$ cat config.mk
export PLATFORM = sky130hd
export DESIGN_NAME = display_module
export DESIGN_NICKNAME = d
export VERILOG_FILES = /design/src/rtl/stage_pkg.sv /design/src/rtl/hex7seg_decoder.sv /design/src/rtl/display_module.sv
export SDC_FILE = /design/constraint.sdc
export NUM_CORES = 1
export LEC_CHECK = 0
export ABC_AREA = 1
export CORE_UTILIZATION = 50
export CTS_BUF_LIST = sky130_fd_sc_hd__clkbuf_16
export CTS_CLUSTER_SIZE = 25
export DETAILED_ROUTE_END_ITERATION = 12
export PLACE_DENSITY = 0.74
export SYNTH_ARGS = -nofsm -noshare
export SYNTH_HDL_FRONTEND = slang
export SYNTH_SLANG_ARGS = --single-unit
$ cat constraint.sdc
create_clock -name clk -period 2.51 [get_ports clk]
set_input_delay 0.502 -clock clk [delete_from_list [all_inputs] [get_ports clk]]
set_output_delay 0.502 -clock clk [all_outputs]
set_load 0.005 [all_outputs]
$ cat src/rtl/stage_pkg.sv
// Shared definitions for the pipeline stage blocks: display FSM encoding,
// enable polarity and the blank 7-segment pattern.
package stage_pkg;

  typedef enum logic [2:0] {
    IDLE = 3'd0,
    ADDR = 3'd1,
    CAPT = 3'd2,
    SHOW = 3'd3,
    DONE = 3'd4
  } state_e;

  localparam logic       EN_ACTIVE = 1'b0;
  localparam logic [6:0] SEG_BLANK = 7'h7F;
  localparam logic [3:0] AN_BLANK  = 4'hF;

  // Active-low one-hot anode pattern for the selected digit
  function automatic logic [3:0] digitEnable(input logic [1:0] sel);
    return ~(4'b0001 << sel);
  endfunction

endpackage

$ cat src/rtl/hex7seg_decoder.sv
// Combinational hex nibble to active-low 7-segment pattern (bit6=g .. bit0=a).
module hex7seg_decoder (
  input  logic [3:0] nibble_i,
  output logic [6:0] seg_o
);

  always_comb begin
    seg_o = 7'b1111111;
    case (nibble_i)
      4'h0: seg_o = 7'b1000000;
      4'h1: seg_o = 7'b1111001;
      4'h2: seg_o = 7'b0100100;
      4'h3: seg_o = 7'b0110000;
      4'h4: seg_o = 7'b0011001;
      4'h5: seg_o = 7'b0010010;
      4'h6: seg_o = 7'b0000010;
      4'h7: seg_o = 7'b1111000;
      4'h8: seg_o = 7'b0000000;
      4'h9: seg_o = 7'b0010000;
      4'hA: seg_o = 7'b0001000;
      4'hB: seg_o = 7'b0000011;
      4'hC: seg_o = 7'b1000110;
      4'hD: seg_o = 7'b0100001;
      4'hE: seg_o = 7'b0000110;
      4'hF: seg_o = 7'b0001110;
      default: seg_o = 7'b1111111;
    endcase
  end

endmodule

$ cat src/rtl/display_module.sv
// Display stage: fetches NUM_WORDS result words and scans each in hex on a
// 4-digit multiplexed 7-segment display, then flags completion.
module display_module
  import stage_pkg::*;
#(
  parameter int NUM_WORDS   = 4,
  parameter int ADDR_W      = 2,
  parameter int REFRESH_DIV = 4,
  parameter int HOLD_CYCLES = 16
) (
  input  logic              clk,
  input  logic              rst,
  input  logic              en_disp,
  output logic [ADDR_W-1:0] rd_addr,
  input  logic [15:0]       rd_data,
  output logic [6:0]        seg,
  output logic [3:0]        an,
  output logic              disp_done
);

  localparam int REF_W  = (REFRESH_DIV > 1) ? $clog2(REFRESH_DIV) : 1;
  localparam int HOLD_W = (HOLD_CYCLES > 1) ? $clog2(HOLD_CYCLES) : 1;

  localparam logic [REF_W-1:0]  REF_LAST  = REF_W'(REFRESH_DIV - 1);
  localparam logic [HOLD_W-1:0] HOLD_LAST = HOLD_W'(HOLD_CYCLES - 1);
  localparam logic [ADDR_W-1:0] WORD_LAST = ADDR_W'(NUM_WORDS - 1);

  state_e             state_q, state_d;
  logic [ADDR_W-1:0]  wordIdx_q, wordIdx_d;
  logic [ADDR_W-1:0]  rdAddr_q, rdAddr_d;
  logic [15:0]        shadow_q, shadow_d;
  logic [1:0]         digitSel_q, digitSel_d;
  logic [REF_W-1:0]   refCnt_q, refCnt_d;
  logic [HOLD_W-1:0]  holdCnt_q, holdCnt_d;
  logic [6:0]         seg_q, seg_d;
  logic [3:0]         an_q, an_d;
  logic               done_q, done_d;

  logic [3:0]         showNibble;
  logic [6:0]         showSeg;

  always_comb begin
    state_d    = state_q;
    wordIdx_d  = wordIdx_q;
    rdAddr_d   = rdAddr_q;
    shadow_d   = shadow_q;
    digitSel_d = digitSel_q;
    refCnt_d   = refCnt_q;
    holdCnt_d  = holdCnt_q;
    done_d     = done_q;

    // A released enable aborts from any active state, even on hold expiry
    if (state_q != IDLE && en_disp != EN_ACTIVE) begin
      state_d    = IDLE;
      wordIdx_d  = '0;
      rdAddr_d   = '0;
      digitSel_d = '0;
      refCnt_d   = '0;
      holdCnt_d  = '0;
      done_d     = 1'b0;
    end else begin
      case (state_q)
        IDLE: begin
          wordIdx_d = '0;
          done_d    = 1'b0;
          if (en_disp == EN_ACTIVE) begin
            state_d  = ADDR;
            rdAddr_d = '0;
          end
        end
        ADDR: state_d = CAPT;
        CAPT: begin
          shadow_d   = rd_data;
          digitSel_d = '0;
          refCnt_d   = '0;
          holdCnt_d  = '0;
          state_d    = SHOW;
        end
        SHOW, DONE: begin
          if (refCnt_q == REF_LAST) begin
            refCnt_d   = '0;
            digitSel_d = digitSel_q + 2'd1;
          end else begin
            refCnt_d = refCnt_q + 1'b1;
          end
          // DONE keeps scanning but never advances the word
          if (state_q == SHOW) begin
            if (holdCnt_q == HOLD_LAST) begin
              holdCnt_d = '0;
              if (wordIdx_q == WORD_LAST) begin
                state_d = DONE;
                done_d  = 1'b1;
              end else begin
                wordIdx_d = wordIdx_q + 1'b1;
                rdAddr_d  = wordIdx_q + 1'b1;
                state_d   = ADDR;
              end
            end else begin
              holdCnt_d = holdCnt_q + 1'b1;
            end
          end
        end
        default: state_d = IDLE;
      endcase
    end
  end

  // Segment registers load from next-state values so a digit lights on SHOW entry
  assign showNibble = shadow_d[{digitSel_d, 2'b00} +: 4];

  hex7seg_decoder u_decoder (
    .nibble_i (showNibble),
    .seg_o    (showSeg)
  );

  always_comb begin
    seg_d = SEG_BLANK;
    an_d  = AN_BLANK;
    if (state_d == SHOW || state_d == DONE) begin
      seg_d = showSeg;
      an_d  = digitEnable(digitSel_d);
    end
  end

  always_ff @(posedge clk or posedge rst) begin
    if (rst) begin
      state_q    <= IDLE;
      wordIdx_q  <= '0;
      rdAddr_q   <= '0;
      shadow_q   <= 16'h0000;
      digitSel_q <= '0;
      refCnt_q   <= '0;
      holdCnt_q  <= '0;
      seg_q      <= SEG_BLANK;
      an_q       <= AN_BLANK;
      done_q     <= 1'b0;
    end else begin
      state_q    <= state_d;
      wordIdx_q  <= wordIdx_d;
      rdAddr_q   <= rdAddr_d;
      shadow_q   <= shadow_d;
      digitSel_q <= digitSel_d;
      refCnt_q   <= refCnt_d;
      holdCnt_q  <= holdCnt_d;
      seg_q      <= seg_d;
      an_q       <= an_d;
      done_q     <= done_d;
    end
  end

  assign rd_addr   = rdAddr_q;
  assign seg       = seg_q;
  assign an        = an_q;
  assign disp_done = done_q;

endmodule
==> metrics <==
status complete, but fails checks; failing checks design-rule violations; crit path kind in -> reg; clk_lat worst skew 0.28 ns; Post-Synthesis Cells 293; Worst Hold Depth 2; Sink Count 43; Reg2Reg Setup Slack 0.20 ns; post-route ant nets 0; distinct cell type count after synthesis 30; WP data required 2.71 ns; initial antenna violation count 0; first-pass GRT wire length 9.49 mm; Num CTS Buffers 5; design area 0.00302 sq mm; Slew Viols, Final 0; crit start category input pin; most common cell after layout, fill and taps aside nand2_1; crit-path max FO 5; detailed-route DRC error count 2; CTS tree yes; Pwr per Cell Area 871 mW/mm^2; ranking of synthesized cells by area dfrtp_1 33%, nand2_1 15%, dfstp_2 12%; reg2reg end seg[3]; via count 2124; htree depth 2; Hold Crit Class reg -> reg; reg-to-reg startpoint state_q[0]; Mapped Avg Cell Area 8.16 sq um; EDFF count, synth 0; hpwl dp 3.92 mm; CP Capture Type flop; CTS clk-pin slew, worst paths 0.06 ns; Synth area leader dfrtp_1; full die area 0.00507 sq mm; Non-Filler Instances 397; CP Launch Point en_disp; # fillers 375; Static Leak 1.52 nW; CTS Buffer Depth 2; Post-CTS Hold Buffers 0; Die X 71.2 microns; Max Cap Viol 0; CTS root buffer clkbuf_16; Core Area 0.00447 sq mm; Hold Path End shadow_q[13]; Port-buffer cells 32; final setup margin 0.158 ns; largest net degree at the start of global routing 44; crit path DAT 2.56 ns; FF-to-FF path depth 14; grt total ovfl 0; GRT Total Usage 0.243; Mapped Area 0.00239 sq mm; Slew headroom 0.637; Seq cells post-synth 43; Post-CTS Setup Repair Bufs 0; worst slew pin tran 0.545 ns; Syn. warnings 0; I/O pin count 33; Area Growth Syn to Fin 26.4%; Placer Congestion 0.888; Synth top area share 0.335; antenna cells 0; VDD IR max 0.000464 V; Final Hold Violating Endpoints 0; sequential share of the synthesized area 0.456; WL/cell 13.8 microns; cts repair resizes 0; Fmax 425 MHz; Starting Density 0.535; DR iter-0 viols 170; DRT Wirelength 5.50 mm; Top FF cell, synth dfrtp_1; most frequent cells in the layout 96 x nand2_1, 56 x nand3_1, 32 x dfrtp_1, 32 x clkdlybuf4s50_1, 23 x inv_1; final setup fails 0; # nets final 370; Pre-Repair DR Iteration Count 9; vias in the first global route 2052; placed insts 389; Vias per Instance 5.35; Post-synth ARST share 1.00; Mapped Nets 319; layout cells sized above 1 0.197; Place WS -0.0808 ns; period utilisation layout 0.937; DP Area 0.00287 sq mm; min cycle time layout 2.35 ns; Worst Skew 0.00461 ns; Std-Cell Rows 24; height of the chip 71.2 microns; setup TNS 0 ns; Worst Min Path Start shadow_q[13]
## kinds of logic (layout without fill, tap and decap cells)
family / count (synthesis) / after routing / share of synthesized area
flops: 43 / 43 / 0.456
fa+ha+maj: 7 / 7 / 0.0366
simple gates: 194 / 194 / 0.388
buf+inv: 31 / 83 / 0.0659
xor+xnor: 1 / 1 / 0.00366
compound gates: 17 / 17 / 0.0502
## state kept, by name, indices dropped and copies added (netlist names)
| register | cells |
|---|---|
| seg | 7 |
| refCnt_q | 2 |
| wordIdx_q | 2 |
| shadow_q | 16 |
| holdCnt_q | 4 |
| an | 4 |
| state_q | 3 |
| disp_done | 1 |
| rd_addr | 2 |
| digitSel_q | 2 |
## layout make-up
type                    instances  area [sq um]  share of cell area
well taps                      52          65.1              0.0215
inverters                      26           108              0.0356
multi-input cells             219          1160               0.385
flip-flops and latches         43          1090               0.361
clock buffers                   5           125              0.0414
repair buffers                 49           460               0.152
clock inverters                 3          12.5             0.00414
## power by group
part	internal, W	total, W	switching (W)
Sequential	0.000891	0.000969	0.0000776
Combinational	0.000411	0.00106	0.000645
Clock	0.000359	0.000609	0.000250
## worst max-delay path by stage
| stage | endpoint | cells after the start |
|---|---|---|
| 6_report | seg[3] | 13 |
| 5_1_grt | seg[1] | 16 |
| 4_1_cts | seg[3] | 13 |
| 3_5_place_dp | seg[3] | 13 |
| 3_3_place_gp | seg[0] | 13 |
| 2_1_floorplan | seg[3] | 17 |
## critical path, cell delays in order
cell	delay [ns]
clkdlybuf4s50_1	0.50
inv_1	0.16
nor2_4	0.07
buf_4	0.14
a21oi_2	0.25
nand3_1	0.12
nand2_1	0.14
nor2_4	0.06
ha_1	0.24
inv_1	0.09
nand3_1	0.10
nand3_1	0.10
nand3_1	0.07
## metal layers
metal,GRT usage,wire (microns),vias up
met5,0,0,-
met4,0.0978,74,0
met3,0.0484,256,8
met2,0.375,2550,55
met1,0.335,2610,1001
li1,-,-,1060
## stage by stage
step / power, W / util / hold WS (ns)
final: 0.00263 / 0.676 / 0.477
after global routing: 0.00282 / 0.676 / 0.493
after CTS: 0.00262 / 0.671 / 0.474
after detailed placement: 0.00200 / 0.640 / 0.458
after global placement: 0.00198 / 0.640 / 0.454
after floorplan: 0.00169 / - / 0.438
## synthesized netlist by cell type (2+ instances only)
master    n
nor2_4    2
nand2_2  11
nand3_1  56
nor2_2    4
buf_6     4
inv_1    22
nand4_1   5
o21a_1    2
inv_2     2
o21ai_0   6
dfstp_2  11
dfrtp_1  32
nand2_1  96
ha_1      7
a21oi_1   3
nor2_1   11
nand2_4   6
No activity file was read; power rests on OpenSTA's default activity.
